==> src/rtl/chain_gap_score_pkg.sv <==
// chain_gap_score_pkg: shared constants for the anchor-chaining datapath
package chain_gap_score_pkg;
  localparam int POS_W = 32;
  localparam int FRAC_W = 8;
  localparam logic [POS_W-1:0] NEG_INF = 32'h8000_0000;
  localparam int MAX_DIST_X_DEF = 5000;
  localparam int BW_DEF = 500;
endpackage

==> src/rtl/chain_gap_score_ilog2.sv <==
// chain_gap_score_ilog2: floor(log2(x)), valid low when x is zero
module chain_gap_score_ilog2 import chain_gap_score_pkg::*; (
  input  logic [POS_W-1:0] x,
  output logic [4:0]       lg,
  output logic             valid
);
  // later iterations overwrite earlier ones, so the highest set bit wins
  always_comb begin
    lg = '0;
    for (int k = 0; k < POS_W; k++) if (x[k]) lg = 5'(k);
  end
  assign valid = |x;
endmodule

==> src/rtl/chain_gap_score.sv <==
// chain_gap_score: three-stage pipelined chaining score of predecessor j for anchor i
module chain_gap_score import chain_gap_score_pkg::*; #(
  parameter int MAX_DIST_X = MAX_DIST_X_DEF,
  parameter int BW         = BW_DEF,
  parameter int TAG_W      = 16
) (
  input  logic             clk,
  input  logic             rst,
  input  logic             in_valid,
  output logic             in_ready,
  input  logic [POS_W-1:0] ri,
  input  logic [POS_W-1:0] qi,
  input  logic [POS_W-1:0] rj,
  input  logic [POS_W-1:0] qj,
  input  logic [7:0]       q_span,
  input  logic [15:0]      avg_coef,
  input  logic [TAG_W-1:0] in_tag,
  output logic             out_valid,
  input  logic             out_ready,
  output logic [POS_W-1:0] out_score,
  output logic             out_reject,
  output logic [TAG_W-1:0] out_tag
);
  logic en, v1, v2;
  logic signed [POS_W:0] dr_c, dq_c, dr1, dq1, min_d;
  logic rej1_c, rej1, rej2_c, rej2, dr_lt, lg_v;
  logic [7:0] qs1;
  logic [15:0] ac1;
  logic [TAG_W-1:0] t1, t2;
  logic [POS_W-1:0] dd_c, sc_c, lin_c, sc2, lin2, score_c;
  logic [4:0] lg_c, lg_n, lg2;
  assign en = !out_valid | out_ready;
  assign in_ready = en;
  assign dr_c = $signed({1'b0, ri}) - $signed({1'b0, rj});
  assign dq_c = $signed({1'b0, qi}) - $signed({1'b0, qj});
  assign rej1_c = (dq_c <= 33'sd0) | (dr_c <= 33'sd0) |
                  (dq_c > 33'(MAX_DIST_X)) | (dr_c > 33'(MAX_DIST_X));
  // subtracting in the right order gives |dr-dq| truncated to 32 bits directly
  assign dr_lt = dr1 < dq1;
  assign dd_c = dr_lt ? dq1[POS_W-1:0] - dr1[POS_W-1:0] : dr1[POS_W-1:0] - dq1[POS_W-1:0];
  assign min_d = dr_lt ? dr1 : dq1;
  assign sc_c = (min_d < $signed({25'b0, qs1})) ? min_d[POS_W-1:0] : {24'b0, qs1};
  assign lin_c = ({16'b0, dd_c[15:0]} * {16'b0, ac1}) >> FRAC_W;
  assign rej2_c = rej1 | (dd_c > 32'(BW));
  assign lg_n = lg_v ? lg_c : '0;
  assign score_c = rej2 ? NEG_INF : sc2 - lin2 - 32'(lg2 >> 1);
  chain_gap_score_ilog2 u_ilog2 (.x(dd_c), .lg(lg_c), .valid(lg_v));
  // slot valids advance together; the visible result only changes when a valid slot lands
  always_ff @(posedge clk or posedge rst)
    if (rst) begin
      v1 <= 1'b0;
      v2 <= 1'b0;
      out_valid <= 1'b0;
      out_score <= '0;
      out_reject <= 1'b0;
      out_tag <= '0;
    end else if (en) begin
      v1 <= in_valid;
      v2 <= v1;
      out_valid <= v2;
      if (v2) begin
        out_score <= score_c;
        out_reject <= rej2;
        out_tag <= t2;
      end
    end
  // datapath registers; what bubble slots carry is don't-care
  always_ff @(posedge clk)
    if (en) begin
      dr1 <= dr_c;
      dq1 <= dq_c;
      rej1 <= rej1_c;
      qs1 <= q_span;
      ac1 <= avg_coef;
      t1 <= in_tag;
      sc2 <= sc_c;
      lin2 <= lin_c;
      lg2 <= lg_n;
      rej2 <= rej2_c;
      t2 <= t1;
    end
endmodule
==> config.mk <==
export PLATFORM = sky130hd
export DESIGN_NAME = chain_gap_score
export DESIGN_NICKNAME = d
export VERILOG_FILES = /design/src/rtl/chain_gap_score_pkg.sv /design/src/rtl/chain_gap_score_ilog2.sv /design/src/rtl/chain_gap_score.sv
export SDC_FILE = /design/constraint.sdc
export NUM_CORES = 1
export LEC_CHECK = 0
export ABC_AREA = 0
export CAP_MARGIN = 20
export CELL_PAD_IN_SITES_DETAIL_PLACEMENT = 0
export CELL_PAD_IN_SITES_GLOBAL_PLACEMENT = 1
export CORE_ASPECT_RATIO = 0.9
export CORE_MARGIN = 5
export CORE_UTILIZATION = 47
export DETAILED_ROUTE_END_ITERATION = 7
export PLACE_DENSITY = 0.92
export RECOVER_POWER = 25
export SETUP_SLACK_MARGIN = 0.3
export SLEW_MARGIN = 20
export SYNTH_ARGS = -nofsm -noshare
export SYNTH_HDL_FRONTEND = slang
export SYNTH_SLANG_ARGS = --single-unit
==> constraint.sdc <==
create_clock -name clk -period 24 [get_ports clk]
set_clock_uncertainty 0.15 [all_clocks]
set_input_delay 7.2 -clock clk [delete_from_list [all_inputs] [get_ports clk]]
set_output_delay 7.2 -clock clk [all_outputs]
set_load 0.02 [all_outputs]
==> impl_metrics.env <==
export IMPL_overflow=0
export IMPL_hpwl_um=60200
export IMPL_antenna_found_initial=1
export IMPL_cts_repair_resized=0
export IMPL_fin_cells=3786
export IMPL_worst_pin_slew_ps=2970
export IMPL_cts_setup_buffers=0
export IMPL_setup_viol=0
export IMPL_cap_viol_max_count=4
export IMPL_dieHeight_um=234
export IMPL_cts_buffer_depth=3
export IMPL_dp_cells=3736
export IMPL_startpoint_type="primary input"
export IMPL_final_area_mm2=0.0298
export IMPL_clock_root_buffer="clkbuf_16"
export IMPL_worstPathRequired_ps=16650
export IMPL_syn_to_final_growth_pct=14.4
export IMPL_final_net_count=3707
export IMPL_syn_area_per_cell_um2=9.09
export IMPL_synth_cell_types=85
export IMPL_synth_area_mm2=0.0261
export IMPL_fin_tns_setup_ps=0
export IMPL_port_buffers=222
export IMPL_ys_ff_latch=236
export IMPL_status="complete, but fails checks"
export IMPL_setup_slack_ps=8060
export IMPL_max_stage_delay_ps=730
export IMPL_cts_htree_levels=1
export IMPL_drive_above_1_share_pct=3.88
export IMPL_place_area_mm2=0.0291
export IMPL_ys_flop_type="edfxtp_1"
export IMPL_wirelength_um=74700
export IMPL_crit_slowest_cell="clkdlybuf4s50_1"
export IMPL_drt_initial_drc_count=1491
export IMPL_cts_tree="yes"
export IMPL_fin_crit_sh_pct=66.4
export IMPL_num_vias=21366
export IMPL_cts_buffers=27
export IMPL_path_max_fanout=3
export IMPL_path_cells="clkdlybuf4s50_1 -> nand2b_4 -> clkdlybuf4s50_1"
export IMPL_die_w_um=258
export IMPL_critPathArrivalTime_ps=8590
export IMPL_start_util_pct=47.2
export IMPL_fill_cells=4867
export IMPL_fmax_ghz=0.0627
export IMPL_first_pass_iters=6
export IMPL_min_path_cells=0
export IMPL_hold_viol_final=0
export IMPL_postCtsHoldBufs=0
export IMPL_viasPerCell=5.64
export IMPL_pin_count=223
export IMPL_slew_headroom_pct=-97.7
export IMPL_synth_nets=3527
export IMPL_violations="capacitance limit, slew limit"
export IMPL_syn_inst=2871
export IMPL_place_ws_ps=8070
export IMPL_worst_path_most_repeated_cell="clkdlybuf4s50_1"
export IMPL_clk_latency_ps=590
export IMPL_grt_max_degree=68
export IMPL_ys_seq_area_share_pct=26.2
export IMPL_drc=0
export IMPL_crit_type="primary input to output pin"
export IMPL_synth_edf_count=184
export IMPL_rows=82
export IMPL_dieArea_mm2=0.0603
export IMPL_min_period_ps=15940
export IMPL_ant_nets=0
export IMPL_path_clk_slew_ps=60
export IMPL_core_mm2=0.0553
export IMPL_critPathCaptureType="output pin"
export IMPL_gp_congestion=0.945
export IMPL_yosys_warnings=0
export IMPL_async_reset_ff_share_pct=22.0
export IMPL_rr_worst_depth=32
export IMPL_hp_class="flip-flop to flip-flop"
export IMPL_grt_usage_pct=24.5
export IMPL_slew_violations=150
export IMPL_clock_sinks=236
export IMPL_grt_pass1_wl_um=118000
export IMPL_rsz0062_at_grt="false"
export IMPL_grt_pass1_vias=21952
export IMPL_wl_per_cell_um=19.7
==> layer usage <==
layer | vias up | global-route usage [%] | routed length [µm]
li1 | 10041 | - | -
met1 | 10433 | 32.9 | 32100
met2 | 765 | 42.1 | 35600
met3 | 127 | 3.06 | 4860
met4 | 0 | 6.74 | 2100
met5 | - | 0 | 0
==> final cells by class <==
class	count	area (µm²)	area share [%]
well taps	714	893	2.99
clock inverters	10	83.8	0.281
diodes	2	5.00	0.0168
repair buffers	243	2360	7.92
inverters	478	1790	6.01
flip-flops and latches	236	6830	22.9
clock buffers	38	737	2.47
multi-input cells	2065	17100	57.4
==> worst max-delay path: cells and delay by family <==
family / cells / cell delay, ps
buffers and inverters: 2 / 1210
and+or+nand+nor: 1 / 170
==> final timing paths <==
kind | startpoint | end | slack [ps]
hold / removal | t1[4] | t2[4] | 270
setup / recovery | out_ready | in_ready | 8060
setup reg to reg | dq1[32] | lin2[22] | 8240
hold reg to reg | t1[4] | t2[4] | 270
max in group asynchronous | rst | out_score[29] | 14140
min in group asynchronous | rst | out_score[8] | 7970
==> placed cells by master (no fill, tap or decap), types with 39 or more instances in the layout <==
cell             count
nand2_1            331
dfrtp_1             52
inv_1              477
xor2_1              55
edfxtp_1           184
fa_1               201
dlygate4sd3_1       43
nor2_1              95
o21ai_0            119
and2_1             117
clkdlybuf4s50_1    179
nor3_1              39
ha_1               283
a21o_1              84
a21oi_1            190
xnor2_1             69
==> flip-flops by register name, summed over array words and instances (netlist names), 16 cells and up <==
name,count
dq1,33
dr1,33
out_score,32
sc2,32
lin2,24
ac1,16
out_tag,16
t1,16
t2,16
==> synth_stat cells, drive strengths merged (52+ instances only) <==
library cell,count,share of area (%)
fa,201,15
and2,117,2.8
dfrtp,52,5.0
o21ai,122,2.4
xnor2,76,2.6
clkbuf,66,0.95
a21oi,192,3.7
a21o,84,2.4
inv,478,6.9
nor2,95,1.4
xor2,59,2.0
edfxtp,184,21
ha,283,14
nand2,332,4.8
==> stage by stage <==
stage	hold WS [ps]	utilization (%)
6_report	267	54.0
3_3_place_gp	251	52.6
2_1_floorplan	250	-
4_1_cts	270	54.0
3_5_place_dp	255	52.6
5_1_grt	276	54.0
==> logic make-up after synthesis <==
kind of cell,after synthesis,share of synthesized area [%]
multiplexers,39,1.64
adder cells (fa/ha/maj),484,29.0
XOR/XNOR,135,4.56
buffers and inverters,570,8.37
AO/OA/AOI/OAI,614,15.3
flip-flops,236,26.2
AND/OR/NAND/NOR,793,14.9
Power is left out: the tool's default activity adds up to more than one toggle a clock period on the data nets, which glitch-free logic cannot reach.
